**src/rtl/neo_pixel_decoder_pkg.sv**
```systemverilog
// Shared timing defaults, pixel word layout and decoder state encoding for the
// NeoPixel receive-side decoder.
package neo_pkg;

    localparam int NUM_PIXELS_DEF = 8;
    localparam int BIT_THRESH_DEF = 27;
    localparam int MIN_HIGH_DEF   = 8;
    localparam int MAX_HIGH_DEF   = 50;
    localparam int MAX_LOW_DEF    = 60;
    localparam int RESET_CYC_DEF  = 2500;

    typedef struct packed {
        logic [7:0] g;
        logic [7:0] r;
        logic [7:0] b;
    } pixel_t;

    typedef enum logic [2:0] {
        ST_RESYNC = 3'd0,
        ST_IDLE   = 3'd1,
        ST_HIGH   = 3'd2,
        ST_LOW    = 3'd3,
        ST_ERR    = 3'd4
    } dec_state_t;

endpackage

```
**src/rtl/neo_pixel_decoder_if.sv**
```systemverilog
// Decoded-pixel output bundle of the NeoPixel decoder plus its FSM state for
// checkers. The decoder drives (master), consumers observe (slave).
interface neo_pixel_decoder_if #(
    parameter int NUM_PIXELS = 8
);
    import neo_pkg::*;

    localparam int IDX_W = $clog2(NUM_PIXELS);
    localparam int WC_W  = $clog2(NUM_PIXELS + 1);

    // pixel_valid / frame_done are single-cycle qualifiers with no back-pressure:
    // the consumer must take pixel_index/pixel_grb or pixel_count/overflow/
    // timing_error in the cycle the pulse is high.
    logic             pixel_valid;
    logic [IDX_W-1:0] pixel_index;
    pixel_t           pixel_grb;
    logic             frame_done;
    logic [WC_W-1:0]  pixel_count;
    logic             overflow;
    logic             timing_error;
    dec_state_t       dbg_state;

    modport master (
        output pixel_valid, pixel_index, pixel_grb, frame_done,
               pixel_count, overflow, timing_error, dbg_state
    );

    modport slave (
        input  pixel_valid, pixel_index, pixel_grb, frame_done,
               pixel_count, overflow, timing_error, dbg_state
    );

endinterface

```
**src/rtl/neo_pixel_decoder_pulse_meter.sv**
```systemverilog
// Synchronises the asynchronous neo_data line and measures the width of each
// high and low run in clock cycles, flagging rising and falling edges.
module neo_pulse_meter #(
    parameter int MAX_HIGH  = 50,
    parameter int RESET_CYC = 2500,
    parameter int CNT_W     = 12
) (
    input  logic             clock,
    input  logic             reset_n,
    input  logic             neo_data,
    output logic             line,
    output logic             rise_pulse,
    output logic             fall_pulse,
    output logic [CNT_W-1:0] hi_width,
    output logic [CNT_W-1:0] lo_width
);

    localparam logic [CNT_W-1:0] HI_SAT = CNT_W'(MAX_HIGH + 1);
    localparam logic [CNT_W-1:0] LO_SAT = CNT_W'(RESET_CYC);

    logic [1:0]       sync_q, sync_d;
    logic             prev_q, prev_d;
    logic [CNT_W-1:0] hi_cnt_q, hi_cnt_d;
    logic [CNT_W-1:0] lo_cnt_q, lo_cnt_d;

    // On an edge cycle the counter of the finished run still holds its length,
    // so hi_width is the pulse width when fall_pulse is high (likewise lo_width).
    always_comb begin
        sync_d   = {sync_q[0], neo_data};
        prev_d   = sync_q[1];
        hi_cnt_d = hi_cnt_q;
        lo_cnt_d = lo_cnt_q;
        if (sync_q[1]) begin
            if (!prev_q) begin
                hi_cnt_d = CNT_W'(1);
            end else if (hi_cnt_q < HI_SAT) begin
                hi_cnt_d = hi_cnt_q + 1'b1;
            end
        end else begin
            if (prev_q) begin
                lo_cnt_d = CNT_W'(1);
            end else if (lo_cnt_q < LO_SAT) begin
                lo_cnt_d = lo_cnt_q + 1'b1;
            end
        end
    end

    always_ff @(posedge clock or negedge reset_n) begin
        if (!reset_n) begin
            sync_q   <= '0;
            prev_q   <= 1'b0;
            hi_cnt_q <= '0;
            lo_cnt_q <= '0;
        end else begin
            sync_q   <= sync_d;
            prev_q   <= prev_d;
            hi_cnt_q <= hi_cnt_d;
            lo_cnt_q <= lo_cnt_d;
        end
    end

    assign line       = sync_q[1];
    assign rise_pulse = sync_q[1] & ~prev_q;
    assign fall_pulse = ~sync_q[1] & prev_q;
    assign hi_width   = hi_cnt_q;
    assign lo_width   = lo_cnt_q;

endmodule

```
**src/rtl/neo_pixel_decoder.sv**
```systemverilog
// NeoPixel receive-side decoder: turns measured high/low pulse widths into
// 24-bit GRB words, tracks frame position and reports latch gaps and errors.
module neo_pixel_decoder
    import neo_pkg::*;
#(
    parameter int NUM_PIXELS = NUM_PIXELS_DEF,
    parameter int BIT_THRESH = BIT_THRESH_DEF,
    parameter int MIN_HIGH   = MIN_HIGH_DEF,
    parameter int MAX_HIGH   = MAX_HIGH_DEF,
    parameter int MAX_LOW    = MAX_LOW_DEF,
    parameter int RESET_CYC  = RESET_CYC_DEF
) (
    input  logic                clock,
    input  logic                reset_n,
    input  logic                neo_data,
    neo_pixel_decoder_if.master pix
);

    localparam int IDX_W = $clog2(NUM_PIXELS);
    localparam int WC_W  = $clog2(NUM_PIXELS + 1);
    localparam int TC_W  = $clog2(RESET_CYC + 1);

    localparam logic [TC_W-1:0] T_MIN_HIGH = TC_W'(MIN_HIGH);
    localparam logic [TC_W-1:0] T_MAX_HIGH = TC_W'(MAX_HIGH);
    localparam logic [TC_W-1:0] T_THRESH   = TC_W'(BIT_THRESH);
    localparam logic [TC_W-1:0] T_MAX_LOW  = TC_W'(MAX_LOW);
    localparam logic [TC_W-1:0] T_RESET    = TC_W'(RESET_CYC);
    localparam logic [WC_W-1:0] W_MAX      = WC_W'(NUM_PIXELS);

    logic            line, rise, fall;
    logic [TC_W-1:0] hi_width, lo_width;

    neo_pulse_meter #(
        .MAX_HIGH  (MAX_HIGH),
        .RESET_CYC (RESET_CYC),
        .CNT_W     (TC_W)
    ) u_meter (
        .clock      (clock),
        .reset_n    (reset_n),
        .neo_data   (neo_data),
        .line       (line),
        .rise_pulse (rise),
        .fall_pulse (fall),
        .hi_width   (hi_width),
        .lo_width   (lo_width)
    );

    dec_state_t       state_q, state_d;
    logic [4:0]       bit_cnt_q, bit_cnt_d;
    logic [23:0]      shift_q, shift_d;
    logic [WC_W-1:0]  word_cnt_q, word_cnt_d;
    logic             pixel_valid_q, pixel_valid_d;
    logic [IDX_W-1:0] pixel_index_q, pixel_index_d;
    pixel_t           pixel_grb_q, pixel_grb_d;
    logic             frame_done_q, frame_done_d;
    logic [WC_W-1:0]  pixel_count_q, pixel_count_d;
    logic             overflow_q, overflow_d;
    logic             timing_error_q, timing_error_d;

    logic [23:0] shifted;
    logic        latch;
    logic        long_low;

    always_comb begin
        state_d        = state_q;
        bit_cnt_d      = bit_cnt_q;
        shift_d        = shift_q;
        word_cnt_d     = word_cnt_q;
        pixel_valid_d  = 1'b0;
        pixel_index_d  = pixel_index_q;
        pixel_grb_d    = pixel_grb_q;
        frame_done_d   = 1'b0;
        pixel_count_d  = pixel_count_q;
        overflow_d     = frame_done_q ? 1'b0 : overflow_q;
        timing_error_d = frame_done_q ? 1'b0 : timing_error_q;
        latch          = 1'b0;
        shifted        = {shift_q[22:0], (hi_width >= T_THRESH)};
        // lo_width is stale on the falling-edge cycle itself, so exclude it.
        long_low       = !line && !fall && (lo_width == T_RESET);

        unique case (state_q)
            ST_RESYNC: begin
                if (long_low) state_d = ST_IDLE;
            end
            ST_IDLE: begin
                if (rise) state_d = ST_HIGH;
            end
            ST_HIGH: begin
                if (hi_width > T_MAX_HIGH || (fall && hi_width < T_MIN_HIGH)) begin
                    state_d        = ST_ERR;
                    timing_error_d = 1'b1;
                    bit_cnt_d      = '0;
                end else if (fall) begin
                    shift_d = shifted;
                    state_d = ST_LOW;
                    if (bit_cnt_q == 5'd23) begin
                        bit_cnt_d = '0;
                        if (word_cnt_q < W_MAX) begin
                            pixel_valid_d = 1'b1;
                            pixel_index_d = word_cnt_q[IDX_W-1:0];
                            pixel_grb_d   = shifted;
                            word_cnt_d    = word_cnt_q + 1'b1;
                        end else begin
                            overflow_d = 1'b1;
                        end
                    end else begin
                        bit_cnt_d = bit_cnt_q + 1'b1;
                    end
                end
            end
            ST_LOW: begin
                if (lo_width == T_RESET) begin
                    latch = 1'b1;
                end else if (rise) begin
                    if (lo_width <= T_MAX_LOW) begin
                        state_d = ST_HIGH;
                    end else begin
                        state_d        = ST_ERR;
                        timing_error_d = 1'b1;
                        bit_cnt_d      = '0;
                    end
                end
            end
            ST_ERR: begin
                if (long_low) latch = 1'b1;
            end
            default: state_d = ST_RESYNC;
        endcase

        // A rise on the latch cycle itself already starts the next frame's first bit.
        if (latch) begin
            frame_done_d  = 1'b1;
            pixel_count_d = word_cnt_q;
            if (bit_cnt_d != 5'd0) timing_error_d = 1'b1;
            word_cnt_d    = '0;
            bit_cnt_d     = '0;
            state_d       = rise ? ST_HIGH : ST_IDLE;
        end
    end

    always_ff @(posedge clock or negedge reset_n) begin
        if (!reset_n) begin
            state_q        <= ST_RESYNC;
            bit_cnt_q      <= '0;
            shift_q        <= '0;
            word_cnt_q     <= '0;
            pixel_valid_q  <= 1'b0;
            pixel_index_q  <= '0;
            pixel_grb_q    <= '0;
            frame_done_q   <= 1'b0;
            pixel_count_q  <= '0;
            overflow_q     <= 1'b0;
            timing_error_q <= 1'b0;
        end else begin
            state_q        <= state_d;
            bit_cnt_q      <= bit_cnt_d;
            shift_q        <= shift_d;
            word_cnt_q     <= word_cnt_d;
            pixel_valid_q  <= pixel_valid_d;
            pixel_index_q  <= pixel_index_d;
            pixel_grb_q    <= pixel_grb_d;
            frame_done_q   <= frame_done_d;
            pixel_count_q  <= pixel_count_d;
            overflow_q     <= overflow_d;
            timing_error_q <= timing_error_d;
        end
    end

    assign pix.pixel_valid  = pixel_valid_q;
    assign pix.pixel_index  = pixel_index_q;
    assign pix.pixel_grb    = pixel_grb_q;
    assign pix.frame_done   = frame_done_q;
    assign pix.pixel_count  = pixel_count_q;
    assign pix.overflow     = overflow_q;
    assign pix.timing_error = timing_error_q;
    assign pix.dbg_state    = state_q;

endmodule

```
**src/flat_wrapper.sv**
```systemverilog
// flat-port wrapper written by rule: the top's interface ports become plain ports
module neo_pixel_decoder_flat import neo_pkg::*;
#(
    parameter int NUM_PIXELS = NUM_PIXELS_DEF,
    parameter int BIT_THRESH = BIT_THRESH_DEF,
    parameter int MIN_HIGH   = MIN_HIGH_DEF,
    parameter int MAX_HIGH   = MAX_HIGH_DEF,
    parameter int MAX_LOW    = MAX_LOW_DEF,
    parameter int RESET_CYC  = RESET_CYC_DEF
)
  (clock, reset_n, neo_data, pix_pixel_valid, pix_pixel_index, pix_pixel_grb, pix_frame_done, pix_pixel_count, pix_overflow, pix_timing_error, pix_dbg_state);
  neo_pixel_decoder_if #(.NUM_PIXELS(NUM_PIXELS)) pix_i ();
  input  logic clock;
  input  logic reset_n;
  input  logic neo_data;
  output wire logic [$bits(pix_i.pixel_valid)-1:0] pix_pixel_valid;
  output wire logic [$bits(pix_i.pixel_index)-1:0] pix_pixel_index;
  output wire logic [$bits(pix_i.pixel_grb)-1:0] pix_pixel_grb;
  output wire logic [$bits(pix_i.frame_done)-1:0] pix_frame_done;
  output wire logic [$bits(pix_i.pixel_count)-1:0] pix_pixel_count;
  output wire logic [$bits(pix_i.overflow)-1:0] pix_overflow;
  output wire logic [$bits(pix_i.timing_error)-1:0] pix_timing_error;
  output wire logic [$bits(pix_i.dbg_state)-1:0] pix_dbg_state;
  assign pix_pixel_valid = pix_i.pixel_valid;
  assign pix_pixel_index = pix_i.pixel_index;
  assign pix_pixel_grb = pix_i.pixel_grb;
  assign pix_frame_done = pix_i.frame_done;
  assign pix_pixel_count = pix_i.pixel_count;
  assign pix_overflow = pix_i.overflow;
  assign pix_timing_error = pix_i.timing_error;
  assign pix_dbg_state = pix_i.dbg_state;
  neo_pixel_decoder #(.NUM_PIXELS(NUM_PIXELS), .BIT_THRESH(BIT_THRESH), .MIN_HIGH(MIN_HIGH), .MAX_HIGH(MAX_HIGH), .MAX_LOW(MAX_LOW), .RESET_CYC(RESET_CYC)) u_core (.clock(clock), .reset_n(reset_n), .neo_data(neo_data), .pix(pix_i));
endmodule
```
**config.mk**
```make
export PLATFORM = sky130hd
export DESIGN_NAME = neo_pixel_decoder_flat
export DESIGN_NICKNAME = d
export VERILOG_FILES = /design/src/rtl/neo_pixel_decoder_pkg.sv /design/src/rtl/neo_pixel_decoder_if.sv /design/src/rtl/neo_pixel_decoder_pulse_meter.sv /design/src/rtl/neo_pixel_decoder.sv /design/src/flat_wrapper.sv
export SDC_FILE = /design/constraint.sdc
export NUM_CORES = 1
export LEC_CHECK = 0
export ABC_AREA = 1
export BUFFER_PORTS_ARGS = -buffer_cell sky130_fd_sc_hd__buf_2
export CAP_MARGIN = 40
export CELL_PAD_IN_SITES_DETAIL_PLACEMENT = 2
export CELL_PAD_IN_SITES_GLOBAL_PLACEMENT = 2
export CORE_ASPECT_RATIO = 1.2
export CORE_MARGIN = 2
export CORE_UTILIZATION = 39
export DETAILED_ROUTE_END_ITERATION = 12
export PLACE_DENSITY = 0.81
export SETUP_SLACK_MARGIN = 0.02
export SYNTH_ARGS = -nofsm -noshare
export SYNTH_HDL_FRONTEND = slang
export SYNTH_SLANG_ARGS = --single-unit
```
**constraint.sdc**
```tcl
create_clock -name clock -period 2.95 [get_ports clock]
set_clock_uncertainty 0.2 [all_clocks]
set_input_delay 0.1475 -clock clock [delete_from_list [all_inputs] [get_ports clock]]
set_output_delay 0.1475 -clock clock [all_outputs]
set_load 0.005 [all_outputs]
```
Word level (Yosys, flattened, before mapping)
Index checks and enable logic that the tools add are counted.

Logic and storage cells: 117. Register bits after elaboration: 97. Output and inout port bits: 38.

Equal/unequal tests: 14. Muxes and demuxes: 51. Bitwise gates (word level): 5. Reductions and logical operators: 19. Order comparisons: 7. $add $sub $neg: 4.

Operator list (number): $mux 12 (4); $mux 5 (7); $add 12x1->12 const B (2); $mux 3 (8); $mux 4 (6); $mux 1 (21); $pmux 3 s5 (1); $eq 12x12->1 const B (1); $ge 12x5->1 const B (1); $gt 12x6->1 const B (1); $le 12x6->1 const B (1); $lt 12x12->1 const B (1); $lt 12x4->1 const B (1); $lt 12x6->1 const B (1); $pmux 5 s2 (1); $reduce_and 5->1 (2); $reduce_bool 2->1 (5); $ne 3x1->1 const B (3); $eq 3x2->1 const B (2); $ne 2x1->1 const B (3); $reduce_and 6->1 (1); $add 5x1->5 const B (1); $eq 5x5->1 const B (1); $reduce_bool 5->1 (1); 16 further kinds (24).

Logic depth before layout (Yosys ltp)
Word-level depth: 9. Mapped depth: 15.

By module
From an unflattened synthesis, not the netlist that was laid out.

Cell total of the unflattened synthesis: 566. Area total of the unflattened synthesis: 4667.0 sq um.

By module, submodules not included: neo_pixel_decoder (cells an instance 386, sequential area each 1751.7 sq um, times used 1, area each 3245.6 sq um); neo_pulse_meter (cells an instance 180, sequential area each 675.6 sq um, times used 1, area each 1421.4 sq um).

Worst setup path after synthesis
Ideal clock, no wire load.

Path kind: register -> register. From: register u_core.u_meter.hi_cnt_q[0], in the netlist u_core.u_meter.hi_width[0]. To: register u_core.u_meter.hi_cnt_q[4], in the netlist u_core.u_meter.hi_width[4]. Data required time: 2.631 ns. Setup time: 0.119 ns. Period minus slack after synthesis: 1.810 ns. Data arrival time: 1.491 ns. Cell stages (with the launch flop): 9. Path buffers: 0. Setup slack: 1.140 ns. Cells stage by stage: dfrtp_1 > ha_1 > o31ai_1 > nand3_1 > nand2_2 > nand2_2 > o21ai_1 > nand2_1 > o21a_1.

Word-level cells in the longest chain between the ends: 3.

RTL lines: start, declared (line neo_pixel_decoder_pulse_meter.sv:23) `logic [CNT_W-1:0] hi_cnt_q, hi_cnt_d;`; start signal, assigned (line neo_pixel_decoder_pulse_meter.sv:57) `hi_cnt_q <= hi_cnt_d;`; $add 12x1->12 or $lt 12x6->1 (tied branches) (line neo_pixel_decoder_pulse_meter.sv:37, neo_pixel_decoder_pulse_meter.sv:36); $mux 12 or $ne 2x1->1 (tied branches); $mux 12 or $reduce_and 2->1 (tied branches).

Parallel ways exist; a longest one is shown, timed or not. The select of a mux whose other input is x is not followed. A chain may end at the register's enable or synchronous reset.

Worst setup path after layout
From: register u_core.u_meter.hi_cnt_q[3], in the netlist u_core.u_meter.hi_width[3]. To: register u_core.pixel_grb_q, in the netlist u_core.pix.pixel_grb[10].

Word-level cells in the longest chain between the ends: 5.

RTL lines: $lt 12x4->1 (line neo_pixel_decoder.sv:89) `if (hi_width > T_MAX_HIGH || (fall && hi_width < T_MIN_HIGH)) begin`; $logic_and 1x1->1 (line neo_pixel_decoder.sv:89); $logic_or 1x1->1 * (line neo_pixel_decoder.sv:89); $not 1->1 (no line) *; $reduce_and 5->1 (no line) *; end signal, assigned (line neo_pixel_decoder.sv:161) `pixel_grb_q <= pixel_grb_d;`; end, declared (line neo_pixel_decoder.sv:54) `pixel_t pixel_grb_q, pixel_grb_d;`.

Every way passes the cells marked *; elsewhere a longest branch is shown, timed or not.

==> impl_metrics.csv <==
group,metric,value,unit
place,hpwl,9380,microns
layout,stdcell_area,5290,sq um
routing,vias,3693,
synthesis,synth_compound_area_share,13.8,%
synthesis,synth_mux_area_share,0,%
synthesis,ys_warn_count,0,
clock_tree,clock_latency,340,ps
routing,first_pass_iters,4,
timing,grt_setup_unrepaired,"false",
critical_path,cp-end-kind,"register",
timing,whs,92.8,ps
layout,fill_cells,1265,
layout,final_nets,576,
critical_path,arrival,2470,ps
routing,antenna_left,0,
synthesis,synth_area_leaders,"dfrtp_1, nand2_1, inv_1, o21ai_0, nor2_1",
clock_tree,cts_sinks,97,
routing,routed_wl,13300,microns
clock_tree,htreeDepth,3,
run_status,outcome,"complete, no violations",
place,port_buffers,40,
synthesis,synth_top_family_by_area,"simple AND/OR/NAND/NOR gates",
critical_path,r2r_setup_slack,510,ps
place,gp_congestion,0.818,
synthesis,synthAdderAreaFrac,1.38,%
min_path,hold_path.class,"input port to async pin",
clock_tree,tritoncts,"yes",
critical_path,cp.required,2980,ps
clock_tree,cts_root_buffer,"clkbuf_16",
grt,grt_overflow,0,
timing,fmax,410,MHz
synthesis,synth_seq_cells,97,
routing,highest_layer,"met4",
die,die_h,122,microns
die,core_area,11500,sq um
synthesis,synth_xor_area_share,0.386,%
critical_path,setup.worst_path.start_class,"register",
routing,wl_met3,285,microns
grt,grt_pass1_vias,4160,
routing,drt_iter0_drc,119,
critical_path,crit_fanout,17,
timing,min_period,2440,ps
layout,multi_input_area,1710,sq um
grt,grt_max_degree,47,
critical_path,worstPathCellList,"nor2_1 -> nand2_1 -> nand2_1 -> nand4_4 -> inv_4 -> nand3_2 -> buf_12 -> nand2_1 -> o21ai_2",
die,initial_core_util,39.6,%
synthesis,ys_types,36,
synthesis,post_synth.cell_area_avg,8.76,sq um
synthesis,synthCells,518,
timing,finalSetupViolCount,0,
layout,seq_area,2430,sq um
timing,finalSetupTns,0,ps
power,vdd_ir_drop_max,0.260,mV
routing,drc,0,
routing,routedWlPerCell,18.3,microns
critical_path,path_common_cell,"nand2_1",
place,placed_cell_area,4940,sq um
clock_tree,cts_setup_buffers,0,
layout,areaGrowthSynthToFinish,16.6,%
synthesis,syn-num-nets,526,
critical_path,critPathBufInv,2,
critical_path,max_stage_delay,440,ps
critical_path,worst-setup-path-type,"register to register",
synthesis,yosysTopAreaCellShare,53.5,%
clock_tree,cts_max_path_buffers,2,
die,design.die.area,12500,sq um
timing,fin_crit_sh,82.6,%
synthesis,ys_seq_area_share,53.5,%
routing,wl_met1,5410,microns
timing,relSlewSlack,62.3,%
power,leakage,0.00253,uW
synthesis,synthSimpleGateAreaFrac,22.1,%
die,dieWidth,102,microns
clock_tree,clk_pin_slew_worst_paths,70,ps
layout,drive_above_1_share,19.5,%
synthesis,yosysTopAreaCell,"dfrtp_1",
die,rows,43,
timing,hold_viol,0,
critical_path,slowest_stage,"dfrtp_1",
layout,antenna_cells,0,
power,power.density,531,nW/um^2
timing,worstMarginPinSlew,564,ps
flow_run,maxCapViolations,0,
routing,routed_via_density,5.06,
timing,slew_violations,0,
grt,grt_first_pass_wirelength,21900,microns
routing,dr_wl_met2,7450,microns
die,io_pins,41,
grt,antenna_found_initial,0,
synthesis,syn_area,4540,sq um
critical_path,crit_family,"simple AND/OR/NAND/NOR gates",
clock_tree,cts-buffers-inserted,9,
grt,grt_usage,23.1,%
[synth_stat cells]
cell type  instances
inv_2              6
nor2_2             4
buf_6              7
buf_2              5
nand3_2            4
ha_1               5
nor3_1            12
a221oi_1           1
nand2_4            1
inv_1             66
o21ai_1           13
o211ai_1           2
xor2_1             2
nand4_1            5
nor2_8             1
nand4_4            1
nor2_1            43
and3_1             1
a211oi_2           1
inv_4              2
o31ai_1            1
nand2_2            7
nor2_4             3
o21ai_0           47
nand2_1          114
o21ai_2           16
a21oi_1           21
o21a_1             2
dfrtp_1           97
o22ai_1            1
nand3b_1           2
nand3_1           21
a31oi_1            1
a32o_1             1
clkbuf_2           1
clkinv_4           1
[stage by stage]
step	std cells	utilization, %	setup slack (ps)	total power, uW
2_1_floorplan	518	-	1140	1460
3_3_place_gp	712	43.1	691	1520
3_5_place_dp	712	43.1	619	1530
4_1_cts	730	46.2	522	2840
5_1_grt	730	46.2	393	2910
6_report	730	46.2	512	2810
[registers in the layout, summed over array words and instances (netlist names), 2 cells and up]
name	flops
u_core.u_meter.lo_width	12
u_core.word_cnt_q	4
u_core.pix.pixel_grb	24
u_core.shift_q	23
u_core.pix.dbg_state	3
u_core.pix.pixel_count	4
u_core.u_meter.sync_q	2
u_core.pix.pixel_index	3
u_core.bit_cnt_q	5
u_core.u_meter.hi_width	12
[logic make-up (layout without fill, tap and decap cells)]
family                   Yosys count  count (layout)
AO/OA/AOI/OAI                    107             107
AND/OR/NAND/NOR                  219             219
flip-flops                        97              97
XOR/XNOR                           2               2
adder cells (fa/ha/maj)            5               5
buffers and inverters             88             143
[routing by layer]
| metal | vias up | global-route usage [%] |
|---|---|---|
| li1 | 1762 | - |
| met4 | 0 | 6.92 |
| met1 | 1876 | 26.7 |
| met3 | 14 | 3.38 |
| met2 | 41 | 43.1 |
| met5 | - | 0 |
[worst register-to-register path, delay by kind of cell, from the launching register on]
kind	cells	cell delay [ps]
simple gates	6	1130
buf+inv	2	500
flops	1	440
compound gates	1	70
[layout by cell type (no fill, tap or decap), types with 12 or more instances in the layout]
| cell | netlist | final |
|---|---|---|
| inv_1 | 66 | 66 |
| o21ai_2 | 16 | 16 |
| o21ai_1 | 13 | 13 |
| buf_2 | 5 | 39 |
| o21ai_0 | 47 | 47 |
| nor3_1 | 12 | 12 |
| nor2_1 | 43 | 43 |
| a21oi_1 | 21 | 21 |
| nand2_1 | 114 | 114 |
| nand3_1 | 21 | 21 |
| dfrtp_1 | 97 | 97 |
[final cells by class]
class	instances	share of cell area (%)
flip-flops and latches	97	45.9
clock buffers	11	4.59
inverters	75	5.51
multi-input cells	333	32.3
repair buffers	52	6.34
clock inverters	5	1.63
well taps	157	3.71
[power breakdown]
| group | internal (uW) | switching [uW] |
|---|---|---|
| Clock | 773 | 528 |
| Combinational | 35.2 | 95.4 |
| Sequential | 1350 | 25.6 |
| Total | 2160 | 649 |
[final timing paths]
path / to / from / cells past startpoint
hold / removal: u_core.shift_q[13] / reset_n / 2
setup / recovery: u_core.pix.pixel_grb[10] / u_core.u_meter.hi_width[3] / 9
hold reg to reg: u_core.u_meter.sync_q[1] / u_core.u_meter.sync_q[0] / 0
min in group clock: u_core.u_meter.sync_q[1] / u_core.u_meter.sync_q[0] / 0
max in group asynchronous: u_core.u_meter.hi_width[1] / reset_n / 3
setup reg to reg: u_core.pix.pixel_grb[10] / u_core.u_meter.hi_width[3] / 9
[what timing repair did]
action | CTS | global route
hold buffers | 2 | 0
resized for setup | 0 | 0
hold endpoints to repair | 41 | 0
No activity file was read; power rests on OpenSTA's default activity.
